File: config.mk
export PLATFORM = sky130hd
export DESIGN_NAME = adu_seq
export DESIGN_NICKNAME = d
export VERILOG_FILES = /design/src/rtl/adu_seq_pkg.sv /design/src/rtl/adu_seq_rr_arb2.sv /design/src/rtl/adu_seq.sv
export SDC_FILE = /design/constraint.sdc
export NUM_CORES = 1
export LEC_CHECK = 0
export BUFFER_PORTS_ARGS = -buffer_cell sky130_fd_sc_hd__buf_2
export CAP_MARGIN = 15
export CORE_MARGIN = 2
export CORE_UTILIZATION = 38
export CTS_CLUSTER_DIAMETER = 100
export CTS_CLUSTER_SIZE = 30
export DETAILED_ROUTE_END_ITERATION = 8
export GPL_ROUTABILITY_DRIVEN = 0
export GPL_TIMING_DRIVEN = 0
export PLACE_DENSITY = 0.74
export SLEW_MARGIN = 0
export SYNTH_ARGS = -nofsm -noshare
export SYNTH_HDL_FRONTEND = slang
export SYNTH_SLANG_ARGS = --single-unit
File: constraint.sdc
create_clock -name clk -period 1.9 [get_ports clk]
set_clock_uncertainty 0.2 [all_clocks]
set_input_delay 0.095 -clock clk [delete_from_list [all_inputs] [get_ports clk]]
set_output_delay 0.095 -clock clk [all_outputs]
set_load 0.1 [all_outputs]
File: src/rtl/adu_seq_pkg.sv
// Shared definitions for the adu sequencer: state encoding, requester IDs
// and default widths.
package adu_seq_pkg;

    localparam int AW_DEF = 16;
    localparam int DW_DEF = 8;

    localparam int REQ_PC = 0;
    localparam int REQ_DP = 1;

    typedef enum logic [2:0] {
        ST_IDLE = 3'd0,
        ST_LOAD = 3'd1,
        ST_B0   = 3'd2,
        ST_B1   = 3'd3,
        ST_DONE = 3'd4
    } state_e;

endpackage

File: src/rtl/adu_seq_rr_arb2.sv
// Two-way round-robin arbiter: the pointer names the requester that wins
// when both request at once.
module rr_arb2 (
    input  logic [1:0] req,
    input  logic       ptr,
    input  logic       enable,
    output logic [1:0] gnt
);

    always_comb begin
        gnt = 2'b00;
        if (enable) begin
            if (req == 2'b11) begin
                gnt = ptr ? 2'b10 : 2'b01;
            end else begin
                gnt = req;
            end
        end
    end

endmodule

File: src/rtl/adu_seq.sv
// Sequencer for the shared 16-bit address unit: arbitrates two requesters
// and steps the adu through load, first byte, second byte and completion.
module adu_seq
    import adu_seq_pkg::*;
#(
    parameter int AW       = AW_DEF,
    parameter int DW       = DW_DEF,
    parameter bit HI_FIRST = 1'b0
) (
    input  logic          clk,
    input  logic          rst,
    input  logic [1:0]    req,
    input  logic [AW-1:0] addr0,
    input  logic [AW-1:0] addr1,
    output logic [1:0]    gnt,
    output logic [1:0]    done,
    output logic          busy,
    input  logic          bus_rdy,
    output logic          byte_vld,
    output logic [AW-1:0] adu_a,
    output logic          adu_we,
    output logic          adu_rl,
    output logic          adu_rh,
    output logic          adu_oe
);

    if (AW != 2 * DW) begin : g_width_check
        $error("adu_seq: AW must be exactly twice DW");
    end

    state_e        state_q, state_d;
    logic [1:0]    gnt_q, gnt_d;
    logic [AW-1:0] a_q, a_d;
    logic          ptr_q, ptr_d;
    logic [1:0]    arb_gnt;
    logic          in_b0, in_b1;

    rr_arb2 u_arb (
        .req    (req),
        .ptr    (ptr_q),
        .enable (state_q == ST_IDLE),
        .gnt    (arb_gnt)
    );

    always_ff @(posedge clk or posedge rst) begin
        if (rst) begin
            state_q <= ST_IDLE;
            gnt_q   <= 2'b00;
            a_q     <= '0;
            ptr_q   <= 1'b0;
        end else begin
            state_q <= state_d;
            gnt_q   <= gnt_d;
            a_q     <= a_d;
            ptr_q   <= ptr_d;
        end
    end

    // The address and grant are captured only on the IDLE edge, so requesters
    // may drop req or change their address freely once granted.
    always_comb begin
        state_d = state_q;
        gnt_d   = gnt_q;
        a_d     = a_q;
        ptr_d   = ptr_q;
        unique case (state_q)
            ST_IDLE: begin
                if (|req) begin
                    gnt_d   = arb_gnt;
                    a_d     = arb_gnt[REQ_DP] ? addr1 : addr0;
                    state_d = ST_LOAD;
                end
            end
            ST_LOAD: state_d = ST_B0;
            ST_B0: begin
                if (bus_rdy) state_d = ST_B1;
            end
            ST_B1: begin
                if (bus_rdy) state_d = ST_DONE;
            end
            ST_DONE: begin
                ptr_d   = gnt_q[REQ_PC] ? 1'(REQ_DP) : 1'(REQ_PC);
                gnt_d   = 2'b00;
                state_d = ST_IDLE;
            end
            default: begin
                gnt_d   = 2'b00;
                state_d = ST_IDLE;
            end
        endcase
    end

    // Every adu control is a pure decode of registered state, so neither req
    // nor bus_rdy has a combinational path to the adu.
    always_comb begin
        in_b0    = (state_q == ST_B0);
        in_b1    = (state_q == ST_B1);
        busy     = (state_q != ST_IDLE);
        gnt      = gnt_q;
        done     = (state_q == ST_DONE) ? gnt_q : 2'b00;
        adu_a    = a_q;
        adu_we   = (state_q == ST_LOAD);
        adu_oe   = in_b0 | in_b1;
        byte_vld = in_b0 | in_b1;
        adu_rl   = HI_FIRST ? in_b1 : in_b0;
        adu_rh   = HI_FIRST ? in_b0 : in_b1;
    end

endmodule

# After elaboration in Yosys (flattened, before gate mapping)
# Cells that the tools add are included.
# Widths: inputs -> output; s select.
dict set report word_totals {
  ff_bits 22
  wordCells 33
  input_bits 37
  output_inout_bits 26
}
dict set report classes {
  mux 12
  n_reduce_logical 7
  n_eq_ne 8
  n_bitwise 2
}
# op count
set op_table {}
lappend op_table {{$mux 16} 1}
lappend op_table {{$pmux 3 s4} 1}
lappend op_table {{$mux 2} 5}
lappend op_table {{$mux 3} 3}
lappend op_table {{$eq 3x2->1 const B} 2}
lappend op_table {{$ne 2x2->1 const B} 3}
lappend op_table {{$pmux 2 s2} 1}
lappend op_table {{$reduce_and 2->1} 2}
lappend op_table {{$eq 3x1->1 const B} 1}
lappend op_table {{$eq 3x3->1 const B} 1}
lappend op_table {{$logic_not 3->1} 1}
lappend op_table {{$reduce_and 3->1} 1}
lappend op_table {{$reduce_bool 3->1} 1}
lappend op_table {{$reduce_or 3->1} 1}
lappend op_table {{$eq 2x2->1 const B} 1}
lappend op_table {{$reduce_or 2->1} 1}
lappend op_table {{$mux 1} 1}
lappend op_table {{$not 1->1} 1}
lappend op_table {{$or 1x1->1} 1}

# Longest topological paths before layout
dict set report logic_depth {
  ltp_word 5
  ltp_mapped 6
  ltp_nobuf 3
}

# Hierarchy
# A second synthesis with hierarchy kept.
dict set report unflattened {
  cells_unflattened 93
  hier_area_um2 1152.4
}
# module area_each_um2 cells_per_inst seq_area_each_um2 n_inst
set by_module_without_submodules {}
lappend by_module_without_submodules {adu_seq 1131.1 88 550.5 1}
lappend by_module_without_submodules {rr_arb2 21.3 5 0.0 1}

# Worst setup path before layout
# No wires, ideal clock.
dict set report synth_path {
  path_type {register to output}
  start {register state_q[2]}
  end {output adu_rl}
  stages_incl_launch_ff 4
  required_ns 1.605
  slack_ns -1.817
  t_arrival_ns 3.422
  cell_sequence {dfrtp_1 clkbuf_1 nor2b_1 nor2b_1}
}
dict set report synth_via {
  elab_chain_len 1
}
# item line_no
set synth_lines {}
lappend synth_lines {{start, declared} adu_seq.sv:31} ;# state_e state_q, state_d;
lappend synth_lines {{start signal, assigned} adu_seq.sv:52} ;# state_q <= state_d;
lappend synth_lines {{$eq 3x2->1} adu_seq.sv:96} ;# in_b0 = (state_q == ST_B0);
lappend synth_lines {{end, declared} adu_seq.sv:22} ;# output logic adu_rl,
# Every way passes these cells.

# Worst setup path in the final report
dict set report layout_path {
  start {register state_q[0]}
  end {output busy}
}
dict set report layout_via {
  elab_chain_len 1
}
# item line_no
set layout_lines {}
lappend layout_lines {{$reduce_bool 3->1} adu_seq.sv:98} ;# busy = (state_q != ST_IDLE);
lappend layout_lines {{end, declared} adu_seq.sv:17} ;# output logic busy,
# Every way passes these cells.

==> run_results.csv <==
group,metric,value,unit
detailed_routing,vias,1196,
global_routing,grt_pass1_vias,1253,
global_routing,grt_start_max_net_pins,23,
final_layout,final_cell_mix,"buf_2 (56), dlygate4sd3_1 (37), dfrtp_1 (20)",
yosys,yosys.area.top_type,"dfrtp_1",
global_routing,grt_antenna_before_repair,0,
worst_hold_path,hold_class,"in -> async",
placement,post-place-cells,186,
detailed_routing,firstDrtPassIters,4,
final_layout,layout_commonest_cell,"buf_2",
detailed_routing,final_antenna_net_count,0,
cts,clk-insertion-delay-late,0.31,ns
status,outcome,"completed",
floorplan,initial_core_util,39.8,%
yosys,yosysUniqueCellTypes,25,
timing,final.setup.tns,0,ns
cts,htree_levels,1,
timing,period_minus_slack,1.83,ns
final_layout,num-nets-final,238,
yosys,synth_top_area_share,50.6,%
global_routing,gr-usage-all-layers,22.8,%
timing,worstMarginPinSlew,0.812,ns
final_layout,area_delta_synth_final,79.1,%
run,max_cap_viol_count,0,
final_layout,final_layout_size_suffix_gt1_share,53.5,%
yosys,ys_seq_area_share,50.6,%
timing,rsz0062_at_grt,"no",
timing,maxSlewViolCount,0,
global_routing,grt_pass1_wl,5.73,mm
setup_path,critical_path_required,1.60,ns
global_routing,gr-total-overflow,0,
floorplan,dieWidth,57.5,um
setup_path,cp_max_fo,10,
cts,cts.sinks,22,
setup_path,reg2reg_depth,4,
cts,numCtsBuffers,3,
yosys,syn_nets,130,
yosys,ys_warn_count,0,
final_layout,utilization,71.2,%
cts,cts_tree,"built",
timing,setup-violations-final,0,
yosys,ys_ff_latch,22,
yosys,synth-async-reset-ratio,100,%
cts,cts.clk_slew.worst_paths,0.13,ns
yosys,synth_flop_cell,"dfrtp_1",
detailed_routing,viasPerCell,5.18,
final_layout,instances_no_fill,231,
timing,finalHoldViolCount,0,
floorplan,design.core.area,0.00273,sq mm
yosys,syn_area,0.00109,sq mm
cts,cts_buffer_depth,2,
yosys,syn_inst,93,
yosys,synth-edff-count,0,
final_layout,num_antenna_cells,0,
setup_path,endpoint_kind,"output port",
detailed_routing,drc,0,
timing,maxSlewHeadroom,45.8,%
detailed_routing,wl_per_cell,14.7,um
placement,port_buffers,62,
placement,hpwlAfterDp,2.06,mm
timing,whs,0.263,ns
floorplan,dieHeight,57.5,um
setup_path,cp-start-kind,"register",
detailed_routing,drt_iter0_drc,22,
detailed_routing,dr_wl_met2,1.88,mm
setup_path,cp_data_arrival_time,1.54,ns
detailed_routing,wl_met1,1.29,mm
floorplan,dieArea,0.00331,sq mm
detailed_routing,finalWirelength,3.40,mm
detailed_routing,topRoutingLayerUsed,"met4",
timing,period_share,96.4,%
yosys,synth.area.top_cells,"dfrtp_1 (51%), o221a_2 (17%), or3_1 (9.8%)",
floorplan,fp-row-count,19,
timing,max_freq,0.546,GHz
floorplan,io_pins,63,
detailed_routing,route.met3.wl,157,um
setup_path,critPathKind,"reg -> out",
yosys,postSynthAreaPerCell,11.7,sq um
cts,cts_root_buf,"clkbuf_4",
[critical path, stage by stage, from the launching register on]
cell     delay, ns
dfrtp_2       0.46
or3_4         0.45
buf_8         0.16
buf_12        0.16
[flip-flops by register name, summed over array words and instances (netlist names)]
| name | flops |
|---|---|
| adu_a | 16 |
| gnt | 2 |
| ptr_q | 1 |
| state_q | 3 |
[synthesized netlist by cell type, types with 2 or more instances]
cell / n
nand3b_1: 2
nor2_1: 3
nand2_1: 2
dfrtp_1: 22
a21bo_2: 3
buf_4: 2
nor2b_1: 2
clkbuf_1: 2
or3_1: 17
nand2b_1: 3
o221a_2: 16
and3_1: 3
buf_6: 3
a21oi_1: 2
[cells by family (layout without fill, tap and decap cells)]
group	after synthesis	count (layout)	share of synthesized area [%]
flops	22	22	50.6
compound gates	24	24	22.0
buf+inv	9	116	5.98
simple gates	38	38	21.4
[timing repair]
action	in CTS	in global routing
hold buffers	37	0
endpoints found under the hold margin	43	0
pin swaps	1	1
setup buffers	4	1
setup endpoints to repair	17	24
gates resized for setup	12	4
[layer usage]
layer / track usage, % / vias to the layer above
li1: - / 569
met1: 26.6 / 576
met2: 41.4 / 41
met3: 4.54 / 10
met4: 7.64 / 0
met5: 0 / -
[worst paths after layout]
path / slack (ns) / from / to
worst min-delay path: 0.26 / rst / adu_a[11]$_DFFE_PP0P_
worst max-delay path: 0.07 / state_q[0]$_DFFE_PP0P_ / busy
worst min register to register: 0.32 / ptr_q$_DFFE_PP0N_ / ptr_q$_DFFE_PP0N_
worst max register to register: 0.07 / state_q[0]$_DFFE_PP0P_ / adu_a[8]$_DFFE_PP0P_
min in group clk: 0.32 / ptr_q$_DFFE_PP0N_ / ptr_q$_DFFE_PP0N_
max in group asynchronous: 0.69 / rst / gnt[0]$_DFFE_PP0P_
[per-stage QoR]
step | instance area (sq um) | worst slack [ns]
finish | 1950 | 0.0675
global route | 1950 | 0.0000128
CTS | 1940 | -0.0387
detailed placement | 1470 | -0.145
global placement | 1470 | -0.0837
floorplan | 1120 | -0.145
[final cells by class]
cell class	instances	area (sq um)
multi-input combinational	62	504
sequential	22	553
clock buffer	4	36.3
tap	31	38.8
inverter	1	3.75
fill	192	787
buffer	7	55.1
timing repair buffer	104	756
Power is left out: the tool's default activity adds up to more than one toggle a clock period on the data nets, which glitch-free logic cannot reach.
